**src/rtl/uart_pkg.sv**
```systemverilog
// Shared definitions for the UART frame parser: parser states, frame header, bit-period math.
// The CSUM state exists only when UART_FRAME_CHECKSUM_EN is defined.
package uart_pkg;

  localparam logic [7:0] UART_FRAME_HDR = 8'hAA;

  // One UART character on the line is 10 bit times (start + 8 data + stop).
  localparam int BITS_PER_BYTE = 10;

`ifdef UART_FRAME_CHECKSUM_EN
  typedef enum logic [1:0] {
    ST_HUNT    = 2'd0,
    ST_LEN     = 2'd1,
    ST_PAYLOAD = 2'd2,
    ST_CSUM    = 2'd3
  } parser_state_e;
`else
  typedef enum logic [1:0] {
    ST_HUNT    = 2'd0,
    ST_LEN     = 2'd1,
    ST_PAYLOAD = 2'd2
  } parser_state_e;
`endif

  // Clocks per bit period.
  function automatic int bps_cnt(input int clk_freq, input int uart_bps);
    return clk_freq / uart_bps;
  endfunction

  // Clocks of silence tolerated between two bytes of one frame.
  function automatic int gap_limit(input int clk_freq, input int uart_bps,
                                   input int timeout_bytes);
    return timeout_bytes * BITS_PER_BYTE * bps_cnt(clk_freq, uart_bps);
  endfunction

endpackage

```
**src/rtl/uart_gap_timer.sv**
```systemverilog
// Inter-byte gap timer. The count is the number of clocks since the last clear, so
// timeout fires in the cycle that is LIMIT-1 clocks after the clearing cycle.
module uart_gap_timer #(
  parameter int LIMIT = 400
) (
  input  logic sys_clk,
  input  logic sys_rst_n,
  input  logic clear,
  input  logic enable,
  output logic timeout
);

  localparam int W = $clog2(LIMIT + 1);

  logic [W-1:0] cnt;

  // Clear loads 1 because the clock of the clearing cycle already counts as elapsed.
  always_ff @(posedge sys_clk or negedge sys_rst_n) begin
    if (!sys_rst_n) begin
      cnt <= '0;
    end else if (clear) begin
      cnt <= W'(1);
    end else if (enable) begin
      if (cnt != W'(LIMIT)) cnt <= cnt + W'(1);
    end else begin
      cnt <= '0;
    end
  end

  assign timeout = enable && !clear && (cnt == W'(LIMIT - 1));

endmodule

```
**src/rtl/uart_frame_parser.sv**
```systemverilog
// Frame parser: 0xAA, LEN, LEN payload bytes, optional checksum (UART_FRAME_CHECKSUM_EN).
// Payload bytes stream out before validation; consumers drop the frame on pkt_err.
module uart_frame_parser
  import uart_pkg::*;
#(
  parameter int CLK_FREQ      = 50000000,
  parameter int UART_BPS      = 115200,
  parameter int MAX_LEN       = 64,
  parameter int TIMEOUT_BYTES = 4
) (
  input  logic       sys_clk,
  input  logic       sys_rst_n,
  input  logic       rec_busy,
  input  logic [7:0] rec_dout,
  output logic [7:0] pkt_data,
  output logic       pkt_valid,
  output logic [7:0] pkt_len,
  output logic       pkt_done,
  output logic       pkt_err,
  output logic       parser_busy
);

  localparam int         BPS_CNT   = bps_cnt(CLK_FREQ, UART_BPS);
  localparam int         GAP_LIMIT = TIMEOUT_BYTES * BITS_PER_BYTE * BPS_CNT;
  localparam logic [8:0] MAX_LEN_V = 9'(MAX_LEN);

  // Byte handshake: the receiver owns rec_busy; a byte is offered exactly once, in the
  // cycle where rec_busy was high last clock and is low now, and rec_dout is taken then.
  logic busy_q;
  logic strobe;

  parser_state_e state;
  parser_state_e state_nxt;

  logic [7:0] byte_cnt;
  logic       len_bad;
  logic       last_byte;
  logic       timeout;

  logic valid_d;
  logic done_d;
  logic err_d;
  logic len_load;
  logic data_load;

`ifdef UART_FRAME_CHECKSUM_EN
  logic [7:0] csum;
  logic       csum_ok;
  assign csum_ok = (rec_dout == csum);
`endif

  assign strobe    = busy_q && !rec_busy;
  assign len_bad   = (rec_dout == 8'd0) || ({1'b0, rec_dout} > MAX_LEN_V);
  assign last_byte = (byte_cnt == (pkt_len - 8'd1));

  uart_gap_timer #(
    .LIMIT (GAP_LIMIT)
  ) u_gap_timer (
    .sys_clk   (sys_clk),
    .sys_rst_n (sys_rst_n),
    .clear     (strobe),
    .enable    (state != ST_HUNT),
    .timeout   (timeout)
  );

  always_ff @(posedge sys_clk or negedge sys_rst_n) begin
    if (!sys_rst_n) state <= ST_HUNT;
    else            state <= state_nxt;
  end

  // A strobe always takes priority over a coincident timeout.
  always_comb begin
    state_nxt = state;
    case (state)
      ST_HUNT: begin
        if (strobe && (rec_dout == UART_FRAME_HDR)) state_nxt = ST_LEN;
      end
      ST_LEN: begin
        if (strobe)       state_nxt = len_bad ? ST_HUNT : ST_PAYLOAD;
        else if (timeout) state_nxt = ST_HUNT;
      end
      ST_PAYLOAD: begin
        if (strobe) begin
`ifdef UART_FRAME_CHECKSUM_EN
          if (last_byte) state_nxt = ST_CSUM;
`else
          if (last_byte) state_nxt = ST_HUNT;
`endif
        end else if (timeout) begin
          state_nxt = ST_HUNT;
        end
      end
`ifdef UART_FRAME_CHECKSUM_EN
      ST_CSUM: begin
        if (strobe || timeout) state_nxt = ST_HUNT;
      end
`endif
      default: state_nxt = ST_HUNT;
    endcase
  end

  always_comb begin
    valid_d   = 1'b0;
    done_d    = 1'b0;
    err_d     = 1'b0;
    len_load  = 1'b0;
    data_load = 1'b0;
    case (state)
      ST_LEN: begin
        if (strobe) begin
          err_d    = len_bad;
          len_load = !len_bad;
        end else begin
          err_d = timeout;
        end
      end
      ST_PAYLOAD: begin
        if (strobe) begin
          valid_d   = 1'b1;
          data_load = 1'b1;
`ifndef UART_FRAME_CHECKSUM_EN
          done_d    = last_byte;
`endif
        end else begin
          err_d = timeout;
        end
      end
`ifdef UART_FRAME_CHECKSUM_EN
      ST_CSUM: begin
        if (strobe) begin
          done_d = csum_ok;
          err_d  = !csum_ok;
        end else begin
          err_d = timeout;
        end
      end
`endif
      default: ;
    endcase
  end

  always_ff @(posedge sys_clk or negedge sys_rst_n) begin
    if (!sys_rst_n) begin
      busy_q    <= 1'b0;
      pkt_valid <= 1'b0;
      pkt_done  <= 1'b0;
      pkt_err   <= 1'b0;
      pkt_data  <= 8'd0;
      pkt_len   <= 8'd0;
      byte_cnt  <= 8'd0;
    end else begin
      busy_q    <= rec_busy;
      pkt_valid <= valid_d;
      pkt_done  <= done_d;
      pkt_err   <= err_d;
      if (len_load) begin
        pkt_len  <= rec_dout;
        byte_cnt <= 8'd0;
      end
      if (data_load) begin
        pkt_data <= rec_dout;
        byte_cnt <= byte_cnt + 8'd1;
      end
    end
  end

`ifdef UART_FRAME_CHECKSUM_EN
  // Running sum seeds with LEN so the length byte is covered by the checksum.
  always_ff @(posedge sys_clk or negedge sys_rst_n) begin
    if (!sys_rst_n)     csum <= 8'd0;
    else if (len_load)  csum <= rec_dout;
    else if (data_load) csum <= csum + rec_dout;
  end
`endif

  assign parser_busy = (state != ST_HUNT);

endmodule

```
**config.mk**
```make
export PLATFORM = sky130hd
export DESIGN_NAME = uart_frame_parser
export DESIGN_NICKNAME = d
export VERILOG_FILES = /design/src/rtl/uart_pkg.sv /design/src/rtl/uart_gap_timer.sv /design/src/rtl/uart_frame_parser.sv
export SDC_FILE = /design/constraint.sdc
export NUM_CORES = 1
export LEC_CHECK = 0
export CORE_UTILIZATION = 37
export DETAILED_ROUTE_END_ITERATION = 8
export PLACE_DENSITY = 0.64
export SLEW_MARGIN = 5
export SYNTH_ARGS = -nofsm -noshare
export SYNTH_HDL_FRONTEND = slang
export SYNTH_SLANG_ARGS = --single-unit
export TNS_END_PERCENT = 1
```
**constraint.sdc**
```tcl
create_clock -name sys_clk -period 3.91 [get_ports sys_clk]
set_input_delay 0.782 -clock sys_clk [delete_from_list [all_inputs] [get_ports sys_clk]]
set_output_delay 0.782 -clock sys_clk [all_outputs]
set_load 0.03 [all_outputs]
```
[Yosys cells after proc, flatten, opt, wreduce, memory -nomap -nowiden]
Cells that the tools add are included.
Storage, ports and cells
  flip-flop bits (word level): 45
  bits of input ports: 11
Operators by class
  $add $sub $neg: 3
  order comparisons: 1
  equal/unequal tests: 9
  multiplexer cells: 21
  reductions and logical operators: 13
Operators by type and width (number)
  $mux W15: 3
  $mux W8: 2
  $add A15 B1 Y15 const B: 1
  $eq A15 B15 Y1 const B: 1
  $ne A15 B15 Y1 const B: 1
  $mux W2: 6
  $add A8 B1 Y8 const B: 1
  $eq A8 B8 Y1: 1
  $eq A8 B8 Y1 const B: 1
  $gt A8 B7 Y1 const B: 1
  $logic_not A8 Y1: 1
  $mux W1: 8
  $sub A8 B1 Y8 const B: 1
  $ne A3 B3 Y1 const B: 2
  $pmux W2 S3: 1
  $logic_and A1 B1 Y1: 4
  $reduce_bool A2 Y1: 2
  $logic_not A1 Y1: 3
  $eq A2 B1 Y1 const B: 1
  $eq A2 B2 Y1 const B: 1
  $logic_not A2 Y1: 1
  $ne A2 B2 Y1 const B: 1
  $pmux W1 S2: 1
  $reduce_and A2 Y1: 1
  $logic_or A1 B1 Y1: 1

[Logic depth before layout (Yosys ltp)]
Gate-level depths: netlist of run 1.
  word-level depth: 8
  depth in mapped cells: 8

[Cells and area by module]
A second synthesis of run 1 with hierarchy kept.
Second synthesis, totals
  cell total of the unflattened synthesis: 251
  area, all modules: 2442.3 um^2
By module, submodules not included
  uart_frame_parser: instances 1, cells each 170, area each 1620.3 um^2, sequential area each 750.7 um^2
  uart_gap_timer: instances 1, cells each 81, area each 822.0 um^2, sequential area each 375.4 um^2

[Worst setup path after synthesis of run 1]
OpenSTA, ideal clock, no wires.
  path type: reg2reg
  start: reg pkt_len[0]
  end: reg state[1]
  library setup time: 121 ps
  arrival time: 2310 ps
  data required time: 3789 ps
  slack: 1479 ps
  cell stages (with the launch flop): 9
  buffers on the path: 0
  period minus slack after synthesis: 2431 ps
  cell sequence: dfrtp_1 > inv_1 > ha_1 > or3b_4 > nor4_2 > o2111ai_1 > a311o_1 > a211o_1 > a22o_1
On the way
  longest elaborated chain between the ends: 4
Ends and longest elaborated chain
  start: declaration: line uart_frame_parser.sv:17  | output logic [7:0] pkt_len,
  start signal: assignment: line uart_frame_parser.sv:157  | pkt_len <= rec_dout;
  $sub A8 B1 Y8: line uart_frame_parser.sv:54  | assign last_byte = (byte_cnt == (pkt_len - 8'd1));
  $eq A8 B8 Y1: line uart_frame_parser.sv:54
  $ne A3 B3 Y1 (no line)
  $reduce_and A2 Y1 (no line)
  end signal: assignment: line uart_frame_parser.sv:68  | else state <= state_nxt;
  end: declaration: line uart_frame_parser.sv:32  | parser_state_e state;
Every way passes these cells.
A chain may end at the register's enable or synchronous reset.

[Worst setup path after layout of run 1]
  start: in rec_dout[0]
  end: reg byte_cnt[3]
On the way
  longest elaborated chain between the ends: 6
  elaborated cells on any way between the ends: 7
  classes of those cells: order compare: 1; mux: 2; reduce/logical: 4
Ends and longest elaborated chain
  start: declaration: line uart_frame_parser.sv:14  | input logic [7:0] rec_dout,
  $gt A8 B7 Y1 or $logic_not A8 Y1 (tied branches): line uart_frame_parser.sv:53  | assign len_bad = (rec_dout == 8'd0) || ({1'b0, rec_dout} > MAX_LEN_V);
  $logic_or A1 B1 Y1 *: line uart_frame_parser.sv:53
  $logic_not A1 Y1 *: line uart_frame_parser.sv:112  | len_load = !len_bad;
  $mux W1 *: line uart_frame_parser.sv:110  | if (strobe) begin
  $mux W1 *: line uart_frame_parser.sv:108  | case (state)
  $reduce_bool A2 Y1 (no line) *
  end signal: assignment: line uart_frame_parser.sv:162  | byte_cnt <= byte_cnt + 8'd1;
  end: declaration: line uart_frame_parser.sv:35  | logic [7:0] byte_cnt;
Mark *: on every way between the ends. The rest lies on a longest branch, timed or not.

==> flow_metrics.tcl, run 1 <==
set metrics [dict create \
    irDropWorstVdd_mv 0.191 \
    cts_setup_buffers 0 \
    async_flop_share_pct 100 \
    die_h_um 81.6 \
    slew_headroom_pct 34.7 \
    slew_viol_final 0 \
    area_growth_pct 22.4 \
    crit_type "in -> reg" \
    stdcell_area_um2 2870 \
    synthTopCellsByArea "dfrtp_1 48%, nand2_1 6.7%, nor2_1 4.3%" \
    synth_compound_area_share_pct 10.6 \
    critical_path_depth 7 \
    cp.arrival_ns 2.85 \
    cpMaxStageDelayCell "clkdlybuf4s50_1" \
    whs_ns 0.487 \
    worstMarginPinSlew_ns 0.980 \
    hold_buffers 0 \
    overflow 0 \
    drive_above_1_share_pct 8.10 \
    crit_family "simple AND/OR/NAND/NOR gates" \
    yosys.area.top_type "dfrtp_1" \
    crit_top_cell "o21ai_0" \
    grt_max_degree 46 \
    r2r_end "state[1]$_DFFE_PN0P_" \
    yosysSeqAreaShare_pct 48.1 \
    cts.sinks 45 \
    htreeDepth 2 \
    clk_latency_ns 0.30 \
    fillCellCount 613 \
    synthMuxAreaShare_pct 3.37 \
    clock_tree.root_cell "clkbuf_8" \
    critPathBufInv 1 \
    endpoint_kind "flip-flop" \
    ys_ff_latch 45 \
    cp-endpoint "byte_cnt[3]$_DFFE_PN0P_" \
    power_density_nw_per_um2 341 \
    fmax_mhz 374 \
    synth_cells 248 \
    multi_input_area_um2 1150 \
    synth_area_per_cell_um2 9.44 \
    grt_pass1_vias 1697 \
    crit_fanout 7 \
    synthAdderAreaFrac_pct 4.27 \
    grt_pass1_wl_mm 8.26 \
    synth-simple-area-share_pct 23.8 \
    post-route-period-util_pct 68.3 \
    antenna_found_initial 0 \
    fin_crit_ns 2.67 \
    reg2reg_depth 8 \
    io_buffers 30 \
    gr-usage-all-layers_pct 16.4 \
    design.die.area_um2 6650 \
    dpl_cell_area_um2 2730 \
    ant_nets 0 \
    initial_core_util_pct 38.9 \
    wirelength_mm 4.86 \
    detail_route.first_pass.iterations 4 \
    hold_path_class "reg -> reg" \
    synth_cell_types 43 \
    path_cells "clkdlybuf4s50_1, or3_1, o21ai_0, nand4_1, and2_1, o21ai_0, o21ai_0" \
    status "finished clean" \
    ys_warn_count 0 \
    yosys.area.top_type_share_pct 48.1 \
    clock_path_buffers 2 \
    final_nets 302 \
    ys.flop_type "dfrtp_1" \
    dp.cells 351 \
    synth_nets 267 \
    synth_edf_count 0 \
    dr.first_iter.drc_count 113 \
    required_ns 4.09 \
    worst_r2r_startpoint "pkt_len[0]$_DFFE_PN0P_" \
    max_stage_delay_ns 0.44 \
    clkTransAtPathRegs_ns 0.09 \
    via_count 1863 \
    hold_viol 0 \
    core_area_um2 6030 \
    critPathLaunchType "primary input" \
    syn_area_um2 2340 \
    gp_congestion 0.753 \
    synth.cells.most_frequent "45 x dfrtp_1, 42 x nand2_1, 27 x nor2_1, 14 x o21ai_0" \
    antenna_cells 0 \
    crit_start "rec_dout[0]" \
    tns_ns 0 \
    dp_hpwl_mm 3.45 \
    synth_top_family_by_area "simple AND/OR/NAND/NOR gates" \
    stdcell_count 359 \
    vias_per_cell 5.19 \
    cts_made_buffers 5 \
    routedWlPerCell_um 13.5 \
    die_x_um 81.6 \
    drc 0 \
    r2r_setup_slack_ns 1.42 \
    tritoncts "built" \
    cap_violations 0 \
    grt_setup_unrepaired "no" \
    ios 31 \
    cts_resized 0 \
    fin_skew_ns 0.00859 \
    yosysMostFrequentCell "dfrtp_1" \
    synth-xor-area-share_pct 7.10 \
    seq_area_um2 1130 \
    row_count 28 \
    setup_viol 0 \
    p_leak_nw 1.25 \
]
sequential cells by signal, indices dropped and copies added (netlist names):
signal / cells
pkt_err: 1
busy_q: 1
state: 2
pkt_data: 8
pkt_done: 1
pkt_valid: 1
pkt_len: 8
u_gap_timer.cnt: 15
byte_cnt: 8
logic make-up (layout without fill, tap and decap cells):
| group | after synthesis | count (layout) |
|---|---|---|
| AND/OR/NAND/NOR | 113 | 113 |
| buffers and inverters | 17 | 53 |
| XOR/XNOR | 19 | 19 |
| AO/OA/AOI/OAI | 39 | 39 |
| multiplexers | 7 | 7 |
| flip-flops | 45 | 45 |
| adder cells (fa/ha/maj) | 8 | 8 |
per-stage QoR:
stage	setup WS [ns]	util, %	total power [W]
after CTS	1.25	47.6	0.000990
after global placement	0.988	45.4	0.000577
after global routing	1.08	47.6	0.00102
final	1.24	47.6	0.000978
after detailed placement	0.930	45.4	0.000578
after floorplan	1.48	-	0.000538
how the worst min path moves through the flow:
stage                                       start                       to  slack [ns]  depth (start not counted)
after floorplan           byte_cnt[7]$_DFFE_PN0P_  byte_cnt[7]$_DFFE_PN0P_        0.47                          1
after global placement    pkt_data[2]$_DFFE_PN0P_  pkt_data[2]$_DFFE_PN0P_        0.46                          2
after detailed placement  pkt_data[6]$_DFFE_PN0P_  pkt_data[6]$_DFFE_PN0P_        0.47                          2
after CTS                 pkt_data[1]$_DFFE_PN0P_  pkt_data[1]$_DFFE_PN0P_        0.49                          2
after global routing      pkt_data[1]$_DFFE_PN0P_  pkt_data[1]$_DFFE_PN0P_        0.50                          2
final                     pkt_data[1]$_DFFE_PN0P_  pkt_data[1]$_DFFE_PN0P_        0.49                          2
tightest hold or removal path, delay by kind of cell, from the launching register on:
| family | cells | cell delay [ns] |
|---|---|---|
| simple gates | 2 | 0.11 |
| flops | 1 | 0.35 |
cells in the final DEF, fill, tap and decap left out, types with 3 or more instances in the layout:
master           synthesis  layout
nand2b_1                 3       3
mux2_2                   7       7
clkdlybuf4s50_1          0      29
nor3_1                   3       3
and2_1                   3       3
xnor2_1                  8       8
dfrtp_1                 45      45
nand3_1                  7       7
or3_1                    5       5
o21ai_0                 14      14
a31oi_1                  3       3
o21ai_1                  4       4
xor2_1                  11      11
nand2_1                 42      42
buf_4                    0       3
clkbuf_8                 0       5
inv_1                   11      11
ha_1                     8       8
and3_1                   6       6
nor2_1                  27      27
a21oi_1                  4       4
nand4_1                  7       7
report_power, final:
| part | internal (W) | switching (W) | leakage (nW) |
|---|---|---|---|
| logic | 0.0000400 | 0.0000468 | 0.559 |
| registers | 0.000471 | 0.0000102 | 0.625 |
| clock network | 0.000254 | 0.000156 | 0.0681 |
| total | 0.000765 | 0.000213 | 1.25 |
final cells by class:
type	instances	share of cell area [%]
timing repair buffer	33	11.1
inverter	12	1.57
sequential	45	39.3
tap	75	3.27
clock buffer	5	2.40
clock inverter	3	2.27
multi-input combinational	186	40.1
layer usage:
layer  part of all wire (%)  routed length, µm  vias to the layer above  global-route usage [%]
met1                     50               2440                      903                    23.2
met4                    1.3                 62                        0                    4.82
met3                    2.5                123                        5                    3.33
li1                       -                  -                      923                       -
met2                     46               2240                       32                    25.3
met5                      0                  0                        -                       0
Power figures use the tool's default switching activity.
==> run 2: changes to the inputs <==
- PLACE_DENSITY: 0.64 -> 0.67
- clock period: 3.91 -> 2.45 ns (I/O delays scaled with it)
==> flow_metrics.tcl, run 2 (synthesized netlist as in run 1, its figures left out) <==
set metrics [dict create \
    routedWlPerCell_um 13.5 \
    drive_above_1_share_pct 12.7 \
    detail_route.first_pass.iterations 4 \
    gr-usage-met2_pct 27.0 \
    grtUsageMet3_pct 3.78 \
    grt_setup_unrepaired "no" \
    worstMarginPinSlew_ns 0.575 \
    cpMaxStageDelayCell "or3b_4" \
    post-route-period-util_pct 94.2 \
    grt_busiest_layer "met2" \
    cts_resized 0 \
    path_cells "inv_1, ha_1, or3b_4, nor4_2, o2111ai_1, a311o_1, a211o_1, a22o_1" \
    largest_register "u_gap_timer.cnt" \
    fmax_mhz 433 \
    clock_path_buffers 2 \
    p_leak_nw 1.31 \
    mostFrequentLayoutCells "45 x dfrtp_1, 42 x nand2_1, 29 x clkdlybuf4s50_1, 27 x nor2_1, 18 x buf_4" \
    status "finished clean" \
    slew_viol_final 0 \
    clkTransAtPathRegs_ns 0.09 \
    stdcell_count 374 \
    crit_fanout 3 \
    hold_path_class "in -> async" \
    dr.first_iter.drc_count 112 \
    fin_ws_ns 0.142 \
    core_area_um2 6030 \
    dp.cells 366 \
    design.die.area_um2 6650 \
    cts.sinks 45 \
    cp.arrival_ns 2.51 \
    power_w 0.00149 \
    fin_skew_ns 0.00503 \
    via_count 1942 \
    slew_headroom_pct 61.6 \
    critPathLaunchType "flip-flop" \
    final_common_cell "dfrtp_1" \
    cts_setup_buffers 0 \
    clock_tree.root_cell "clkbuf_8" \
    cap_violations 0 \
    pre_cts_slack_ns -0.0759 \
    ios 31 \
    grt_pass1_vias 1901 \
    endpoint_kind "flip-flop" \
    wirelength_mm 5.06 \
    cts_made_buffers 5 \
    fin_crit_ns 2.31 \
    drc 0 \
    final_nets 317 \
    gp_congestion 0.759 \
    overflow 0 \
    power_density_nw_per_um2 504 \
    required_ns 2.65 \
    dp_hpwl_mm 3.67 \
    gr-usage-all-layers_pct 17.7 \
    area_growth_pct 26.4 \
    p_clk_share_pct 38.4 \
    ant_nets 0 \
    grt_max_degree 46 \
    die_h_um 81.6 \
    antenna_cells 0 \
    irDropWorstVdd_mv 0.322 \
    fin_util_pct 49.1 \
    largest_register_ffs 15 \
    p_int_w 0.00113 \
    crit_family "compound AO/OA/AOI/OAI gates" \
    vias_per_cell 5.19 \
    critPathBufInv 1 \
    max_stage_delay_ns 0.40 \
    die_x_um 81.6 \
    seq_power_share_pct 51.1 \
    setup_viol 0 \
    combPwrFrac_pct 10.5 \
    grt_pass1_wl_mm 8.82 \
    row_count 28 \
    hold_buffers 0 \
    tritoncts "built" \
    clk_latency_ns 0.30 \
    power_switching_w 0.000362 \
    crit_type "reg -> reg" \
    htreeDepth 2 \
    hold_viol 0 \
    switching_share_pct 24.2 \
    gr-usage-met1_pct 24.5 \
    initial_core_util_pct 38.9 \
    io_buffers 30 \
    antenna_found_initial 0 \
]
[run 2: worst register-to-register path, stage by stage, from the launching register on]
cell and delay, ns:
dfrtp_1 0.38, inv_1 0.06, ha_1 0.18, or3b_4 0.40, nor4_2 0.14, o2111ai_1 0.14, a311o_1 0.34, a211o_1 0.33
a22o_1 0.23
[run 2: path summary, 6_finish.rpt]
path	start	to	slack, ns	cells past startpoint
max	pkt_len[0]$_DFFE_PN0P_	state[1]$_DFFE_PN0P_	0.14	8
min	sys_rst_n	state[1]$_DFFE_PN0P_	0.27	2
max reg2reg	pkt_len[0]$_DFFE_PN0P_	state[1]$_DFFE_PN0P_	0.14	8
min reg2reg	pkt_data[2]$_DFFE_PN0P_	pkt_data[2]$_DFFE_PN0P_	0.49	2
max in group asynchronous	sys_rst_n	u_gap_timer.cnt[9]$_DFFE_PN0P_	1.80	2
min in group sys_clk	pkt_data[2]$_DFFE_PN0P_	pkt_data[2]$_DFFE_PN0P_	0.49	2
[run 2: power by group through the flow]
stage | clock network, W | registers, W | logic, W
floorplan | 0 | 0.000792 | 0.0000660
global placement | 0 | 0.000779 | 0.000155
detailed placement | 0 | 0.000779 | 0.000158
CTS | 0.000584 | 0.000764 | 0.000159
global route | 0.000623 | 0.000766 | 0.000174
finish | 0.000573 | 0.000764 | 0.000157
[run 2: stage by stage]
stage	area [µm²]	hold WS, ns	setup TNS, ns
finish	2960	0.269	0
detailed placement	2850	0.470	-0.491
floorplan	2340	0.194	0
global route	2960	0.318	0
global placement	2850	0.460	-0.318
CTS	2960	0.274	0
[run 2: final cells by class]
class                   count  area (µm²)
multi-input cells         186        1150
repair buffers             48         430
fillers                   579        3060
clock buffers               5        68.8
well taps                  75        93.8
inverters                  12        45.0
clock inverters             3        46.3
flip-flops and latches     45        1130
[run 2: routing by layer]
metal | part of all wire [%] | vias to the layer above | wire [µm]
li1 | - | 953 | -
met1 | 50 | 958 | 2510
met2 | 46 | 23 | 2340
met3 | 2.2 | 8 | 109
met4 | 1.8 | 0 | 93
met5 | 0 | - | 0
